## config.mk

```make
export PLATFORM = sky130hd
export DESIGN_NAME = incr_step_controller
export DESIGN_NICKNAME = d
export VERILOG_FILES = /design/src/rtl/incr_step_controller.sv
export SDC_FILE = /design/constraint.sdc
export NUM_CORES = 1
export LEC_CHECK = 0
export BUFFER_PORTS_ARGS = -buffer_cell sky130_fd_sc_hd__clkbuf_2
export CAP_MARGIN = 25
export CORE_MARGIN = 4
export CORE_UTILIZATION = 46
export DETAILED_ROUTE_END_ITERATION = 8
export PLACE_DENSITY = 0.78
export REMOVE_ABC_BUFFERS = 1
export SLEW_MARGIN = 20
export SYNTH_ARGS = -nofsm -noshare
export SYNTH_HDL_FRONTEND = slang
export SYNTH_SLANG_ARGS = --single-unit
```

## constraint.sdc

```tcl
create_clock -name clk -period 1.75 [get_ports clk]
set_input_delay 0.35 -clock clk [delete_from_list [all_inputs] [get_ports clk]]
set_output_delay 0.35 -clock clk [all_outputs]
set_load 0.05 [all_outputs]
```

## src/rtl/incr_step_controller.sv

```systemverilog
// Sequencer around an N-bit incrementer: seeds a working register, feeds it to the
// incrementer each cycle and commits the result until the step count or carry-out ends the run.
module incr_step_controller #(
  parameter int N = 4
) (
  input  logic         clk,
  input  logic         rst_n,
  input  logic         i_start,
  input  logic         i_abort,
  input  logic         i_sel_in,
  input  logic [N-1:0] i_seed,
  input  logic [N-1:0] i_steps,
  output logic [N-1:0] o_op_a,
  output logic [N-1:0] o_op_b,
  output logic         o_op_sel,
  input  logic [N-1:0] i_inc_y,
  input  logic         i_inc_cout,
  input  logic         i_inc_zout,
  output logic         o_busy,
  output logic         o_done,
  output logic [N-1:0] o_result,
  output logic         o_carry_flag,
  output logic         o_zero_flag,
  output logic [N:0]   o_step_count
);

  typedef enum logic {ST_IDLE, ST_STEP} state_t;

  state_t       r_state;
  state_t       w_next_state;
  logic [N-1:0] r_w;
  logic         r_sel;
  logic [N-1:0] r_rem;
  logic         r_run_free;
  logic [N:0]   r_step_count;
  logic         r_carry;
  logic         r_zero;
  logic         r_done;
  logic         w_load;
  logic         w_commit;
  logic         w_term;

  always_comb begin
    w_next_state = r_state;
    w_load       = 1'b0;
    w_commit     = 1'b0;
    w_term       = 1'b0;
    case (r_state)
      ST_IDLE: begin
        if (i_start) begin
          w_load       = 1'b1;
          w_next_state = ST_STEP;
        end
      end
      ST_STEP: begin
        if (i_abort) begin
          w_next_state = ST_IDLE;
        end else begin
          w_commit = 1'b1;
          // Free runs stop on the incrementer's carry; counted runs on the last remaining step.
          w_term   = r_run_free ? i_inc_cout : (r_rem == N'(1));
          if (w_term) w_next_state = ST_IDLE;
        end
      end
      default: w_next_state = ST_IDLE;
    endcase
  end

  always_ff @(posedge clk or negedge rst_n) begin
    if (!rst_n) r_state <= ST_IDLE;
    else        r_state <= w_next_state;
  end

  always_ff @(posedge clk or negedge rst_n) begin
    if (!rst_n) begin
      r_w          <= '0;
      r_sel        <= 1'b0;
      r_rem        <= '0;
      r_run_free   <= 1'b0;
      r_step_count <= '0;
      r_carry      <= 1'b0;
      r_zero       <= 1'b0;
      r_done       <= 1'b0;
    end else begin
      r_done <= w_commit & w_term;
      if (w_load) begin
        r_w          <= i_seed;
        r_sel        <= i_sel_in;
        r_rem        <= i_steps;
        r_run_free   <= (i_steps == '0);
        r_step_count <= '0;
        r_carry      <= 1'b0;
        r_zero       <= 1'b0;
      end else if (w_commit) begin
        r_w          <= i_inc_y;
        r_step_count <= r_step_count + (N+1)'(1);
        r_carry      <= r_carry | i_inc_cout;
        r_zero       <= i_inc_zout;
        r_rem        <= r_rem - N'(1);
      end
    end
  end

  assign o_op_sel     = r_sel;
  assign o_op_a       = r_sel ? '0 : r_w;
  assign o_op_b       = r_sel ? r_w : '0;
  assign o_busy       = (r_state == ST_STEP);
  assign o_done       = r_done;
  assign o_result     = r_w;
  assign o_carry_flag = r_carry;
  assign o_zero_flag  = r_zero;
  assign o_step_count = r_step_count;

endmodule

```

==> impl_results.md <==
* Worst slew margin relative to its limit at 61.9%
* Port Buf Inserts at 40
* Worst-case clock buffer depth at 2
* Standard-cell row count at 16
* Post-synthesis cell count at 94
* Setup CP Type: reg2out
* Startpoint Class: register
* Count of distinct cell types in the synthesized netlist at 29
* Slew Limit Fails at 0
* Area share of the largest cell type after synthesis at 50.5%
* Global placer's final weighted congestion at 0.865
* Count of pins on the block boundary at 41
* Endpoint type of the worst setup path: primary output
* CTS tree: built
* Actual slew at the worst max-slew pin at 0.571 ns
* Number of antenna violations at the first check in global routing at 0
* Total Neg Setup Slack at 0 ns
* Final Cycle Share at 91.6%
* Mean Syn Cell Area at 10.0 µm²
* First-iteration detailed-routing DRC count at 11
* Area grow syn2layout at 26.6%
* Number of enable-type register cells in the synthesized netlist at 0
* Violated checks: negative hold slack
* Leakage power at 0.643 nW
* F_max at 0.624 GHz
* Root buf cell: sky130_fd_sc_hd__clkbuf_4
* Fraction of the yosys area taken by sequential cells at 50.5%
* Final instance count without filler cells at 164
* Number of endpoints with negative hold slack in the final report at 19
* Fraction of registers with async set or reset after synthesis at 100%
* Number of global-route vias before repair at 799
* Count of final setup violators at 0
* Syn. warnings at 0
* Initial Utilization at 48.0%
* Leading post-synthesis cells by cell area: sky130_fd_sc_hd__dfrtp_1 (51%), sky130_fd_sc_hd__nand2_1 (6.0%), sky130_fd_sc_hd__ha_1 (4.0%), sky130_fd_sc_hd__nor2_1 (3.6%), sky130_fd_sc_hd__and2_1 (3.3%)
* Global-route wire length before repair at 3590 µm
* # Max-Cap Violations at 0
* Area of the mapped netlist at 941 µm²
* Cell type with the highest aggregate area in the netlist: sky130_fd_sc_hd__dfrtp_1
* Total inserted antenna cells at 0
* Net count of the finished layout at 160
* Detailed-route via count at 846
* Worst hold-check path type: in2async
* Post-CTS setup buffer count at 0
* Number of cells after detailed placement at 160
* Height of the die at 53.2 µm
* Post-synthesis sequential element count at 19
* Worst-path fanout max at 10
* Number of filler instances in the final layout at 182
* Gr usage total at 17.3%
* Area of the placeable core at 1960 µm²
* Depth of the worst register-to-register path at 3
* Power per Cell Area at 1800 nW/µm²
* Die span in x at 53.2 µm
* Most repeated cell in the gate-level netlist after synthesis: sky130_fd_sc_hd__dfrtp_1
* Top cells by instance count after synthesis: sky130_fd_sc_hd__dfrtp_1 (19), sky130_fd_sc_hd__nand2_1 (15), sky130_fd_sc_hd__nor2_1 (9)
* Clock latency on the worst-skew pair at 0.29 ns
* Clock transition at the registers of the reported paths at 0.11 ns
* Fraction of layout instances using a drive strength above 1 at 34.3%
* DRC at 0
* Primary FF master, synth: sky130_fd_sc_hd__dfrtp_1
* Worst hold margin at -0.00886 ns
* H-tree lvl count at 1
* Total detailed-routing wirelength at 2160 µm
* Final critical delay including setup and external delays at 1.60 ns
* Number of hold-repair buffers added at the cts stage at 0
* Number of buffers created by CTS at 3
* Post-cts sizing count at 0
* Result of the run: finished with violations
* CTS sink cnt at 19
* Post-Route Skew at 0.00150 ns
* Required arrival time at the worst endpoint at 1.40 ns
* Setup repair after global routing missed its margin: no
* Global route total overflow at 0
* Count of TritonRoute iterations in the first routing pass at 4
* Ratio of routed vias to standard cells at 5.16
* ANT nets after route at 0
* DP HPWL at 1720 µm
* Worst-case register-to-register setup slack at 0.21 ns
* Die Outline Area at 2830 µm²
* Worst path arrival time at 1.25 ns
* Detailed-route wire length per cell at 13.2 µm
* Maximum ir drop on the vdd rail at 1010 µV
* Largest net degree at the start of global routing at 20
worst max-delay path, cell delays in order, from the launching register on:
cell	delay [ns]
sky130_fd_sc_hd__dfrtp_1	0.51
sky130_fd_sc_hd__and2_1	0.18
sky130_fd_sc_hd__clkbuf_2	0.27
flip-flops by register name (all words and copies together) (netlist names):
signal        cells
r_run_free        1
o_carry_flag      1
o_busy            1
o_done            1
o_op_sel          1
o_step_count      5
o_zero_flag       1
r_rem             4
o_result          4
final cells by class:
type	count	area, µm²	share of cell area (%)
Clock buffer	4	26.3	2.21
Inverter	3	11.3	0.945
Multi-Input combinational cell	68	422	35.4
Sequential cell	19	475	39.9
Tap cell	27	33.8	2.84
Timing Repair Buffer	43	223	18.7
layout by cell type, fill, tap and decap left out, drive strengths merged, types with 4 or more instances in the layout:
| cell type | instances |
|---|---|
| and2 | 5 |
| dfrtp | 19 |
| nand2 | 15 |
| nor2b | 5 |
| clkbuf | 44 |
| nor2 | 9 |
| a31oi | 4 |
report_power, final:
group	switching (mW)	internal (mW)	total [mW]
Sequential	0.148	0.578	0.726
Clock	0.133	0.0887	0.222
Combinational	0.873	0.326	1.20
through the flow:
step           worst slack (ns)  hold WS, ns  power [mW]  instance area (µm²)  utilization, %
2_1_floorplan           -0.0136       0.0544        1.62                  908               -
3_3_place_gp              0.321        0.324        1.91                 1160            59.4
3_5_place_dp              0.208        0.331        1.95                 1160            59.4
4_1_cts                   0.125      0.00287        2.17                 1190            60.7
5_1_grt                  0.0493       0.0144        2.28                 1190            60.7
6_report                  0.147     -0.00886        2.15                 1190            60.7
cells by family (layout without fill, tap and decap cells):
kind of cell / after synthesis / in the layout / synth area share, %
XOR/XNOR: 1 / 1 / 0.931
AO/OA/AOI/OAI: 16 / 16 / 12.9
multiplexers: 3 / 3 / 3.19
flip-flops: 19 / 19 / 50.5
buffers and inverters: 7 / 50 / 4.65
AND/OR/NAND/NOR: 45 / 45 / 23.8
adder cells (fa/ha/maj): 3 / 3 / 3.99
per-layer routing:
layer | wire length (µm) | global-route usage [%] | part of all wire, %
met1 | 972 | 22.8 | 45
met2 | 947 | 28.6 | 44
met3 | 212 | 3.10 | 9.8
met4 | 26 | 5.11 | 1.2
met5 | 0 | 0 | 0
worst paths after layout:
check | from | endpoint
min in group clk | i_sel_in | o_op_sel
hold / removal | rst_n | o_result[0]
hold reg to reg | o_step_count[4] | o_step_count[4]
setup reg to reg | o_busy | r_rem[0]
max in group asynchronous | rst_n | r_rem[0]
setup / recovery | o_op_sel | o_op_b[1]
Power figures use the tool's default switching activity.
